[src/rtl/pipe_hazard_sched_if.sv]
// Decoder/pipeline-side signals of the hazard scheduler: ID/EX/MEM observations in,
// pipeline-register enables, flushes and MUL handshakes out.
interface pipe_hazard_sched_if;
  logic       id_valid;
  logic [4:0] id_rs;
  logic [4:0] id_rt;
  logic       id_use_rs;
  logic       id_use_rt;
  logic       id_cmp;
  logic       id_jump;
  logic       ex_lw;
  logic       ex_mul;
  logic       ex_rf_w_ena;
  logic [4:0] ex_waddr;
  logic       mem_lw;
  logic [4:0] mem_waddr;

  logic       pc_stall;
  logic       if_id_stall;
  logic       if_id_flush;
  logic       id_ex_bubble;
  logic       ex_stall;
  logic       ex_mem_bubble;
  logic       mul_start;
  logic       mul_done;

  modport master (
    output id_valid, id_rs, id_rt, id_use_rs, id_use_rt, id_cmp, id_jump,
    output ex_lw, ex_mul, ex_rf_w_ena, ex_waddr, mem_lw, mem_waddr,
    input  pc_stall, if_id_stall, if_id_flush, id_ex_bubble,
    input  ex_stall, ex_mem_bubble, mul_start, mul_done
  );

  modport slave (
    input  id_valid, id_rs, id_rt, id_use_rs, id_use_rt, id_cmp, id_jump,
    input  ex_lw, ex_mul, ex_rf_w_ena, ex_waddr, mem_lw, mem_waddr,
    output pc_stall, if_id_stall, if_id_flush, id_ex_bubble,
    output ex_stall, ex_mem_bubble, mul_start, mul_done
  );
endinterface

[src/rtl/pipe_hazard_sched.sv]
// Stall/flush scheduler for load-use, ID-branch and multi-cycle MUL hazards; HAZARD_PERF_CNT_EN adds stall/flush counters.
// Controls are combinational from registered state and inputs; a MUL freezes the front end for MUL_LAT-1 cycles.
module pipe_hazard_sched #(
  parameter int MUL_LAT = 4,
  parameter int CNT_W   = 4
) (
  input  logic               clk,
  input  logic               rst_n,
  pipe_hazard_sched_if.slave bus
`ifdef HAZARD_PERF_CNT_EN
  ,
  output logic [31:0]        stall_cycles,
  output logic [31:0]        flush_count
`endif
);

  typedef enum logic [0:0] {
    IDLE     = 1'b0,
    MUL_BUSY = 1'b1
  } state_t;

  localparam bit         MUL_MULTI = (MUL_LAT > 1);
  localparam int         CNT_INIT  = (MUL_LAT > 1) ? (MUL_LAT - 2) : 0;
  localparam [CNT_W-1:0] CNT_LOAD  = CNT_W'(CNT_INIT);

  state_t           r_state;
  logic [CNT_W-1:0] r_cnt;

  logic w_rs_ok;
  logic w_rt_ok;
  logic w_match_ex;
  logic w_match_mem;
  logic w_load_use;
  logic w_cmp_haz;
  logic w_hazard;
  logic w_mul_last;

  logic w_pc_stall;
  logic w_if_id_stall;
  logic w_if_id_flush;
  logic w_id_ex_bubble;
  logic w_ex_stall;
  logic w_ex_mem_bubble;
  logic w_mul_start;
  logic w_mul_done;

  // $0 is never a real dependency; JR vs BEQ/BNE is expressed through id_use_rt.
  assign w_rs_ok = bus.id_valid & bus.id_use_rs & (bus.id_rs != 5'd0);
  assign w_rt_ok = bus.id_valid & bus.id_use_rt & (bus.id_rt != 5'd0);

  assign w_match_ex  = (w_rs_ok & (bus.id_rs == bus.ex_waddr)) |
                       (w_rt_ok & (bus.id_rt == bus.ex_waddr));
  assign w_match_mem = (w_rs_ok & (bus.id_rs == bus.mem_waddr)) |
                       (w_rt_ok & (bus.id_rt == bus.mem_waddr));

  assign w_load_use = bus.ex_lw & bus.ex_rf_w_ena & w_match_ex;
  assign w_cmp_haz  = bus.id_cmp & ((bus.ex_rf_w_ena & w_match_ex) |
                                    (bus.mem_lw & w_match_mem));
  assign w_hazard   = w_load_use | w_cmp_haz;

  assign w_mul_last = (r_state == MUL_BUSY) && (r_cnt == '0);

  always_comb begin
    w_pc_stall      = 1'b0;
    w_if_id_stall   = 1'b0;
    w_if_id_flush   = 1'b0;
    w_id_ex_bubble  = 1'b0;
    w_ex_stall      = 1'b0;
    w_ex_mem_bubble = 1'b0;
    w_mul_start     = 1'b0;
    w_mul_done      = 1'b0;
    if (rst_n) begin
      if (r_state == MUL_BUSY) begin
        // On the last busy cycle EX is released so the product moves on.
        w_pc_stall      = 1'b1;
        w_if_id_stall   = 1'b1;
        w_ex_stall      = ~w_mul_last;
        w_ex_mem_bubble = ~w_mul_last;
        w_mul_done      = w_mul_last;
      end else begin
        w_pc_stall      = w_hazard;
        w_if_id_stall   = w_hazard;
        w_id_ex_bubble  = w_hazard;
        w_if_id_flush   = ~w_hazard & bus.id_jump & bus.id_valid;
        w_mul_start     = bus.ex_mul;
        w_mul_done      = bus.ex_mul & ~MUL_MULTI;
      end
    end
  end

  assign bus.pc_stall      = w_pc_stall;
  assign bus.if_id_stall   = w_if_id_stall;
  assign bus.if_id_flush   = w_if_id_flush;
  assign bus.id_ex_bubble  = w_id_ex_bubble;
  assign bus.ex_stall      = w_ex_stall;
  assign bus.ex_mem_bubble = w_ex_mem_bubble;
  assign bus.mul_start     = w_mul_start;
  assign bus.mul_done      = w_mul_done;

  always_ff @(posedge clk) begin
    if (!rst_n) begin
      r_state <= IDLE;
      r_cnt   <= '0;
    end else begin
      case (r_state)
        IDLE: begin
          if (bus.ex_mul && MUL_MULTI) begin
            r_state <= MUL_BUSY;
            r_cnt   <= CNT_LOAD;
          end
        end
        MUL_BUSY: begin
          if (r_cnt == '0) begin
            r_state <= IDLE;
          end else begin
            r_cnt <= r_cnt - CNT_W'(1);
          end
        end
        default: begin
          r_state <= IDLE;
          r_cnt   <= '0;
        end
      endcase
    end
  end

`ifdef HAZARD_PERF_CNT_EN
  logic [31:0] r_stall_cycles;
  logic [31:0] r_flush_count;

  always_ff @(posedge clk) begin
    if (!rst_n) begin
      r_stall_cycles <= '0;
      r_flush_count  <= '0;
    end else begin
      if (w_pc_stall && (r_stall_cycles != 32'hFFFF_FFFF)) begin
        r_stall_cycles <= r_stall_cycles + 32'd1;
      end
      if (w_if_id_flush && (r_flush_count != 32'hFFFF_FFFF)) begin
        r_flush_count <= r_flush_count + 32'd1;
      end
    end
  end

  assign stall_cycles = r_stall_cycles;
  assign flush_count  = r_flush_count;
`endif

endmodule

[src/flat_wrapper.sv]
// flat-port wrapper written by rule: the top's interface ports become plain ports
module pipe_hazard_sched_flat 
#(
  parameter int MUL_LAT = 4,
  parameter int CNT_W   = 4
)
  (clk, rst_n, bus_id_valid, bus_id_rs, bus_id_rt, bus_id_use_rs, bus_id_use_rt, bus_id_cmp, bus_id_jump, bus_ex_lw, bus_ex_mul, bus_ex_rf_w_ena, bus_ex_waddr, bus_mem_lw, bus_mem_waddr, bus_pc_stall, bus_if_id_stall, bus_if_id_flush, bus_id_ex_bubble, bus_ex_stall, bus_ex_mem_bubble, bus_mul_start, bus_mul_done);
  pipe_hazard_sched_if bus_i ();
  input  logic clk;
  input  logic rst_n;
  input wire logic [$bits(bus_i.id_valid)-1:0] bus_id_valid;
  input wire logic [$bits(bus_i.id_rs)-1:0] bus_id_rs;
  input wire logic [$bits(bus_i.id_rt)-1:0] bus_id_rt;
  input wire logic [$bits(bus_i.id_use_rs)-1:0] bus_id_use_rs;
  input wire logic [$bits(bus_i.id_use_rt)-1:0] bus_id_use_rt;
  input wire logic [$bits(bus_i.id_cmp)-1:0] bus_id_cmp;
  input wire logic [$bits(bus_i.id_jump)-1:0] bus_id_jump;
  input wire logic [$bits(bus_i.ex_lw)-1:0] bus_ex_lw;
  input wire logic [$bits(bus_i.ex_mul)-1:0] bus_ex_mul;
  input wire logic [$bits(bus_i.ex_rf_w_ena)-1:0] bus_ex_rf_w_ena;
  input wire logic [$bits(bus_i.ex_waddr)-1:0] bus_ex_waddr;
  input wire logic [$bits(bus_i.mem_lw)-1:0] bus_mem_lw;
  input wire logic [$bits(bus_i.mem_waddr)-1:0] bus_mem_waddr;
  output wire logic [$bits(bus_i.pc_stall)-1:0] bus_pc_stall;
  output wire logic [$bits(bus_i.if_id_stall)-1:0] bus_if_id_stall;
  output wire logic [$bits(bus_i.if_id_flush)-1:0] bus_if_id_flush;
  output wire logic [$bits(bus_i.id_ex_bubble)-1:0] bus_id_ex_bubble;
  output wire logic [$bits(bus_i.ex_stall)-1:0] bus_ex_stall;
  output wire logic [$bits(bus_i.ex_mem_bubble)-1:0] bus_ex_mem_bubble;
  output wire logic [$bits(bus_i.mul_start)-1:0] bus_mul_start;
  output wire logic [$bits(bus_i.mul_done)-1:0] bus_mul_done;
  assign bus_i.id_valid = bus_id_valid;
  assign bus_i.id_rs = bus_id_rs;
  assign bus_i.id_rt = bus_id_rt;
  assign bus_i.id_use_rs = bus_id_use_rs;
  assign bus_i.id_use_rt = bus_id_use_rt;
  assign bus_i.id_cmp = bus_id_cmp;
  assign bus_i.id_jump = bus_id_jump;
  assign bus_i.ex_lw = bus_ex_lw;
  assign bus_i.ex_mul = bus_ex_mul;
  assign bus_i.ex_rf_w_ena = bus_ex_rf_w_ena;
  assign bus_i.ex_waddr = bus_ex_waddr;
  assign bus_i.mem_lw = bus_mem_lw;
  assign bus_i.mem_waddr = bus_mem_waddr;
  assign bus_pc_stall = bus_i.pc_stall;
  assign bus_if_id_stall = bus_i.if_id_stall;
  assign bus_if_id_flush = bus_i.if_id_flush;
  assign bus_id_ex_bubble = bus_i.id_ex_bubble;
  assign bus_ex_stall = bus_i.ex_stall;
  assign bus_ex_mem_bubble = bus_i.ex_mem_bubble;
  assign bus_mul_start = bus_i.mul_start;
  assign bus_mul_done = bus_i.mul_done;
  pipe_hazard_sched #(.MUL_LAT(MUL_LAT), .CNT_W(CNT_W)) u_core (.clk(clk), .rst_n(rst_n), .bus(bus_i));
endmodule
[config.mk]
export PLATFORM = sky130hd
export DESIGN_NAME = pipe_hazard_sched_flat
export DESIGN_NICKNAME = d
export VERILOG_FILES = /design/src/rtl/pipe_hazard_sched_if.sv /design/src/rtl/pipe_hazard_sched.sv /design/src/flat_wrapper.sv
export SDC_FILE = /design/constraint.sdc
export NUM_CORES = 1
export LEC_CHECK = 0
export CAP_MARGIN = 10
export CELL_PAD_IN_SITES_DETAIL_PLACEMENT = 0
export CELL_PAD_IN_SITES_GLOBAL_PLACEMENT = 1
export CORE_MARGIN = 5
export CORE_UTILIZATION = 25
export CTS_BUF_LIST = sky130_fd_sc_hd__clkbuf_8
export CTS_CLUSTER_SIZE = 30
export DETAILED_ROUTE_END_ITERATION = 7
export PLACE_DENSITY = 0.88
export SYNTH_ARGS = -nofsm -noshare
export SYNTH_HDL_FRONTEND = slang
export SYNTH_SLANG_ARGS = --single-unit
[constraint.sdc]
create_clock -name clk -period 8.8 [get_ports clk]
set_input_delay 2.64 -clock clk [delete_from_list [all_inputs] [get_ports clk]]
set_output_delay 2.64 -clock clk [all_outputs]
set_load 0.05 [all_outputs]
Word-level counts from Yosys, hierarchy flattened
Index checks and enable logic that the tools add are counted.
- latch bits: 0
- memories: 0
- input bits: 31
- memory bits (writable): 0
- logic and storage cells: 54
- flip-flop bits (word level): 5
- ROM bits: 0
- output and inout port bits: 8
- divide/modulo/power cells: 0
- mux-type cells: 18
- eq/ne operators: 6
- multipliers: 0
- shifts and indexed selects: 0
- reduce and logical (&&, ||, !) cells: 5
- bitwise gates (word level): 22
- $add $sub $neg: 1
- order comparisons: 0
- operators with widths (cell ; count):
    $eq A5 B5 Y1 ; 4
    $and A1 B1 Y1 ; 15
    $mux W1 ; 14
    $reduce_bool A5 Y1 ; 2
    $mux W4 ; 2
    $pmux W4 S2 ; 1
    $logic_not A4 Y1 ; 1
    $ne A2 B2 Y1 const B ; 2
    $or A1 B1 Y1 ; 4
    $sub A4 B1 Y4 const B ; 1
    $not A1 Y1 ; 3
    $pmux W1 S2 ; 1
    $reduce_and A2 Y1 ; 1
    $logic_and A1 B1 Y1 ; 1

Depth between registers and ports, before layout
- depth in word-level cells: 13
- depth in mapped cells: 7
- depth with buffers taken out: 7

Least setup slack after synthesis
Ideal clock, no wire load.
- path type: input-to-output
- start: input port bus_ex_waddr[1]
- end: output port bus_pc_stall
- cell stages on the path: 5
- arrival: 4522 ps
- path slack: 1638 ps
- buffers on the path: 1
- cells stage by stage: xor2_1 > nor4_1 > a41oi_1 > a31oi_1 > buf_4
- word-level cells in the longest chain between the ends: 9
- ends and longest elaborated chain (what ; RTL line ; text):
    start: declaration ; flat_wrapper.sv:21 ; input wire logic [$bits(bus_i.ex_waddr)-1:0] bus_ex_waddr;
    $eq A5 B5 Y1 (on tied branches) ; pipe_hazard_sched.sv:51, pipe_hazard_sched.sv:52 ;
    $and A1 B1 Y1 (on tied branches) ; pipe_hazard_sched.sv:51, pipe_hazard_sched.sv:52 ;
    $or A1 B1 Y1 * ; pipe_hazard_sched.sv:51 ; assign w_match_ex = (w_rs_ok & (bus.id_rs == bus.ex_waddr)) |
    $and A1 B1 Y1 ; pipe_hazard_sched.sv:57 ; assign w_cmp_haz = bus.id_cmp & ((bus.ex_rf_w_ena & w_match_ex) |
    $or A1 B1 Y1 ; pipe_hazard_sched.sv:57 ;
    $and A1 B1 Y1 ; pipe_hazard_sched.sv:57 ;
    $or A1 B1 Y1 * ; pipe_hazard_sched.sv:59 ; assign w_hazard = w_load_use | w_cmp_haz;
    $mux W1 * (2 in series) ; - ;
    end: declaration ; flat_wrapper.sv:24 ; output wire logic [$bits(bus_i.pc_stall)-1:0] bus_pc_stall;
Every way passes the cells marked *; elsewhere a longest branch is shown, timed or not.

Worst setup path in the final report
- start: input port bus_id_rt[0]
- end: output port bus_if_id_flush
- word-level cells in the longest chain between the ends: 13
- ends and longest elaborated chain (what ; RTL line ; text):
    start: declaration ; flat_wrapper.sv:13 ; input wire logic [$bits(bus_i.id_rt)-1:0] bus_id_rt;
    $reduce_bool A5 Y1 ; pipe_hazard_sched.sv:49 ; assign w_rt_ok = bus.id_valid & bus.id_use_rt & (bus.id_rt != 5'd0);
    $and A1 B1 Y1 ; pipe_hazard_sched.sv:49 ;
    $and A1 B1 Y1 (on tied branches) ; pipe_hazard_sched.sv:52, pipe_hazard_sched.sv:54 ;
    $or A1 B1 Y1 (on tied branches) ; pipe_hazard_sched.sv:51, pipe_hazard_sched.sv:53 ;
    $and A1 B1 Y1 (on tied branches) ; pipe_hazard_sched.sv:57, pipe_hazard_sched.sv:58 ;
    $or A1 B1 Y1 ; pipe_hazard_sched.sv:57 ;
    $and A1 B1 Y1 ; pipe_hazard_sched.sv:57 ;
    $or A1 B1 Y1 * ; pipe_hazard_sched.sv:59 ;
    $not A1 Y1 * ; pipe_hazard_sched.sv:84 ; w_if_id_flush = ~w_hazard & bus.id_jump & bus.id_valid;
    $and A1 B1 Y1 * (2 in series) ; pipe_hazard_sched.sv:84 ;
    $mux W1 * ; pipe_hazard_sched.sv:73 ; if (r_state == MUL_BUSY) begin
    $mux W1 * ; pipe_hazard_sched.sv:72 ; if (rst_n) begin
    end: declaration ; flat_wrapper.sv:26 ; output wire logic [$bits(bus_i.if_id_flush)-1:0] bus_if_id_flush;
Marks and branches as above.

==> impl_metrics.csv <==
group,metric,value,unit
timing,worst_slack,0.949,ns
worst_setup_path,required,6.16,ns
timing,finalSetupViolations,0,
yosys,synth_top_cell_area_share,18.7,%
global_routing,antenna_found_initial,0,
clocking,cts_tree,"yes",
final_layout,syn_to_final_growth,79.3,%
clocking,numClockSinks,5,
worst_setup_path,reg2reg_to,"u_core.r_cnt[3]$_SDFFE_PN0P_",
global_routing,grt_use_total,12.2,%
clocking,clkTransAtPathRegs,0.03,ns
pwr,power.switching,0.0000347,W
placement,dp_slack,0.928,ns
final_layout,drive_above_1_share,4.35,%
routing,drtIter0Drc,8,
die,die_h,57.4,um
global_routing,grt_pass1_vias,800,
worst_setup_path,startpoint_type,"primary input",
die,dieArea,0.00330,mm2
routing,met2_length,837,um
clocking,htreeDepth,1,
routing,wirelength,1.85,mm
placement,gp_congestion,0.902,
global_routing,grt_max_degree,6,
timing,post-route-period-util,89.2,%
worst_setup_path,reg2reg_depth,7,
pwr,power.density,112,mW/mm2
worst_setup_path,arrival,5.21,ns
yosys,synth_cell_types,25,
worst_setup_path,cp.buffers_inverters,2,
yosys,synth-edff-count,0,
pwr,swShare,30.6,%
placement,hpwl,1.68,mm
clocking,postCtsHoldBufs,0,
timing,fin_setup_tns,0,ns
pwr,p_int,0.0000785,W
routing,avgViaCountPerCell,4.76,
worst_setup_path,reg2reg_slack,7.29,ns
yosys,synth_area_leaders,"xnor2_1 19%, dfxtp_1 18%, xor2_1 16%",
yosys,synth_most_common_cell,"xnor2_1",
clocking,post_cts_resized,0,
timing,fmax,127,MHz
worst_setup_path,slowest_delay,0.79,ns
worst_setup_path,crit_family,"buffers and inverters",
worst_setup_path,cp.depth,7,
yosys,synth-main-ff-cell,"dfxtp_1",
die,fp-row-count,17,
routing,drtAntennaViolNets,0,
timing,period_needed,7.85,ns
clocking,worstSkewPairLatency,0.22,ns
final_layout,multi_input_area,432,um2
clocking,cts.path.max_buffers,2,
yosys,synth_top_cell_by_area,"xnor2_1",
timing,finalMaxSlewViolations,0,
worst_setup_path,critPathCaptureType,"output port",
yosys,syn_nets,107,
pwr,pwr-share-comb,40.9,%
yosys,ys_warn_count,0,
final_layout,num_antenna_cells,0,
yosys,syn-instance-count,75,
worst_setup_path,cp_common_cell,"clkdlybuf4s50_1",
global_routing,grt_pass1_wl,3.11,mm
timing,tightest_slew,0.496,ns
yosys,synth_area_per_cell,7.49,um2
placement,dpl_cell_area,962,um2
worst_hold_path,min_from,"u_core.r_cnt[0]$_SDFFE_PN0P_",
yosys,syn_area,562,um2
worst_setup_path,reg2reg_from,"u_core.r_cnt[0]$_SDFFE_PN0P_",
placement,numPortBuffers,38,
final_layout,fill_cells,232,
timing,hold_viol,0,
pwr,peakVddDrop,0.0671,mV
worst_setup_path,critPathMaxFanout,3,
routing,vias,680,
final_layout,final-seq-area,100,um2
yosys,synth-seq-cells,5,
clocking,numCtsBuffers,3,
die,die_w,57.4,um
yosys,synth-seq-area-share,17.8,%
pwr,sequentialPowerShare,22.6,%
routing,top_layer_used,"met4",
timing,rsz0062_at_grt,"no",
clocking,postCtsSetupBuffers,0,
yosys,netlist_top_cells_count,"12 x xnor2_1, 10 x xor2_1, 9 x nand2_1",
routing,dr.pass1.iters,4,
worst_setup_path,path_cells,"clkdlybuf4s50_1 > or3_1 > o311a_1 > and4_1 > o211ai_1 > and3_1 > clkdlybuf4s50_1",
worst_hold_path,hold_path_class,"reg -> reg",
pwr,leakage,0.364,nW
die,start_util,25.9,%
timing,holdWs,0.477,ns
die,core,0.00217,mm2
timing,finClkSkew,0.00136,ns
final_layout,finish.instance_area,0.00101,mm2
routing,wirelength_met1,691,um
job,max_cap_viol_count,0,
yosys,synthArstFlopShare,0,%
routing,drc,0,
pwr,clkPwrFrac,36.5,%
clocking,cts_root_buffer,"clkbuf_8",
die,io_pins,39,
routing,routedWlPerCell,12.9,um
worst_setup_path,critPathSlowestCell,"clkdlybuf4s50_1",
global_routing,grt_remaining_overflow,0,
routing,met3_length,197,um
final_layout,finalNetCount,148,
worst_setup_path,crit_type,"in -> out",
worst_hold_path,hold_depth,2,
timing,max_slew_margin,66.8,%
run_status,status,"completed",
worst_hold_path,whs_endpoint,"u_core.r_cnt[0]$_SDFFE_PN0P_",
-- per-stage QoR --
stage	cells	power, W	utilization (%)
4_1_cts	143	0.000115	46.4
2_1_floorplan	75	0.0000490	-
6_report	143	0.000113	46.4
5_1_grt	143	0.000121	46.4
3_3_place_gp	139	0.0000722	44.3
3_5_place_dp	139	0.0000722	44.3
-- final cells by class --
class | instances | area share [%]
sequential | 5 | 9.94
inverter | 4 | 1.49
tap | 28 | 3.48
multi-input combinational | 64 | 42.9
timing repair buffer | 38 | 37.8
clock inverter | 1 | 0.373
clock buffer | 3 | 4.10
-- how the worst max path moves through the flow --
| stage | slack, ns | endpoint | start |
|---|---|---|---|
| after CTS | 0.92 | bus_if_id_flush | bus_id_rt[0] |
| after global placement | 0.94 | bus_if_id_flush | bus_id_rt[0] |
| after floorplan | 1.64 | bus_pc_stall | bus_ex_waddr[1] |
| after global routing | 0.83 | bus_if_id_flush | bus_id_rs[0] |
| after detailed placement | 0.93 | bus_if_id_flush | bus_id_rt[0] |
| final | 0.95 | bus_if_id_flush | bus_id_rt[0] |
-- kinds of logic after synthesis --
family	share of synthesized area (%)
flip-flops	17.8
XOR/XNOR	34.3
buffers and inverters	5.34
AND/OR/NAND/NOR	27.0
adder cells (fa/ha/maj)	2.23
AO/OA/AOI/OAI	13.4
-- state kept, by name (all words and copies together) (netlist names) --
signal,cells
u_core.r_state,1
u_core.r_cnt,4
-- routing by layer --
metal	global-route usage, %	vias up
li1	-	341
met1	11.3	283
met2	21.1	45
met3	4.07	11
met4	10.6	0
met5	0	-
-- cells in the final DEF (no fill, tap or decap), types with 2 or more instances in the layout --
cell type,n
nand3_1,2
nor4_1,4
xnor2_1,12
clkbuf_8,3
dfxtp_1,5
nand2_1,9
nor2_1,7
xor2_1,10
o21ai_0,2
a21oi_1,4
clkdlybuf4s50_1,38
inv_1,5
-- power by group through the flow --
| stage | combinational (W) | sequential [W] | clock (W) |
|---|---|---|---|
| 6_report | 0.0000463 | 0.0000255 | 0.0000413 |
| 3_5_place_dp | 0.0000464 | 0.0000258 | 0 |
| 4_1_cts | 0.0000465 | 0.0000255 | 0.0000427 |
| 3_3_place_gp | 0.0000464 | 0.0000257 | 0 |
| 2_1_floorplan | 0.0000234 | 0.0000255 | 0 |
| 5_1_grt | 0.0000504 | 0.0000257 | 0.0000447 |
-- tightest hold or removal path, delay by kind of cell (launching register included) --
family,cells,cell delay [ns]
AO/OA/AOI/OAI,1,0.05
flip-flops,1,0.31
AND/OR/NAND/NOR,1,0.06
Note: power is estimated with default switching activity, not from simulation.
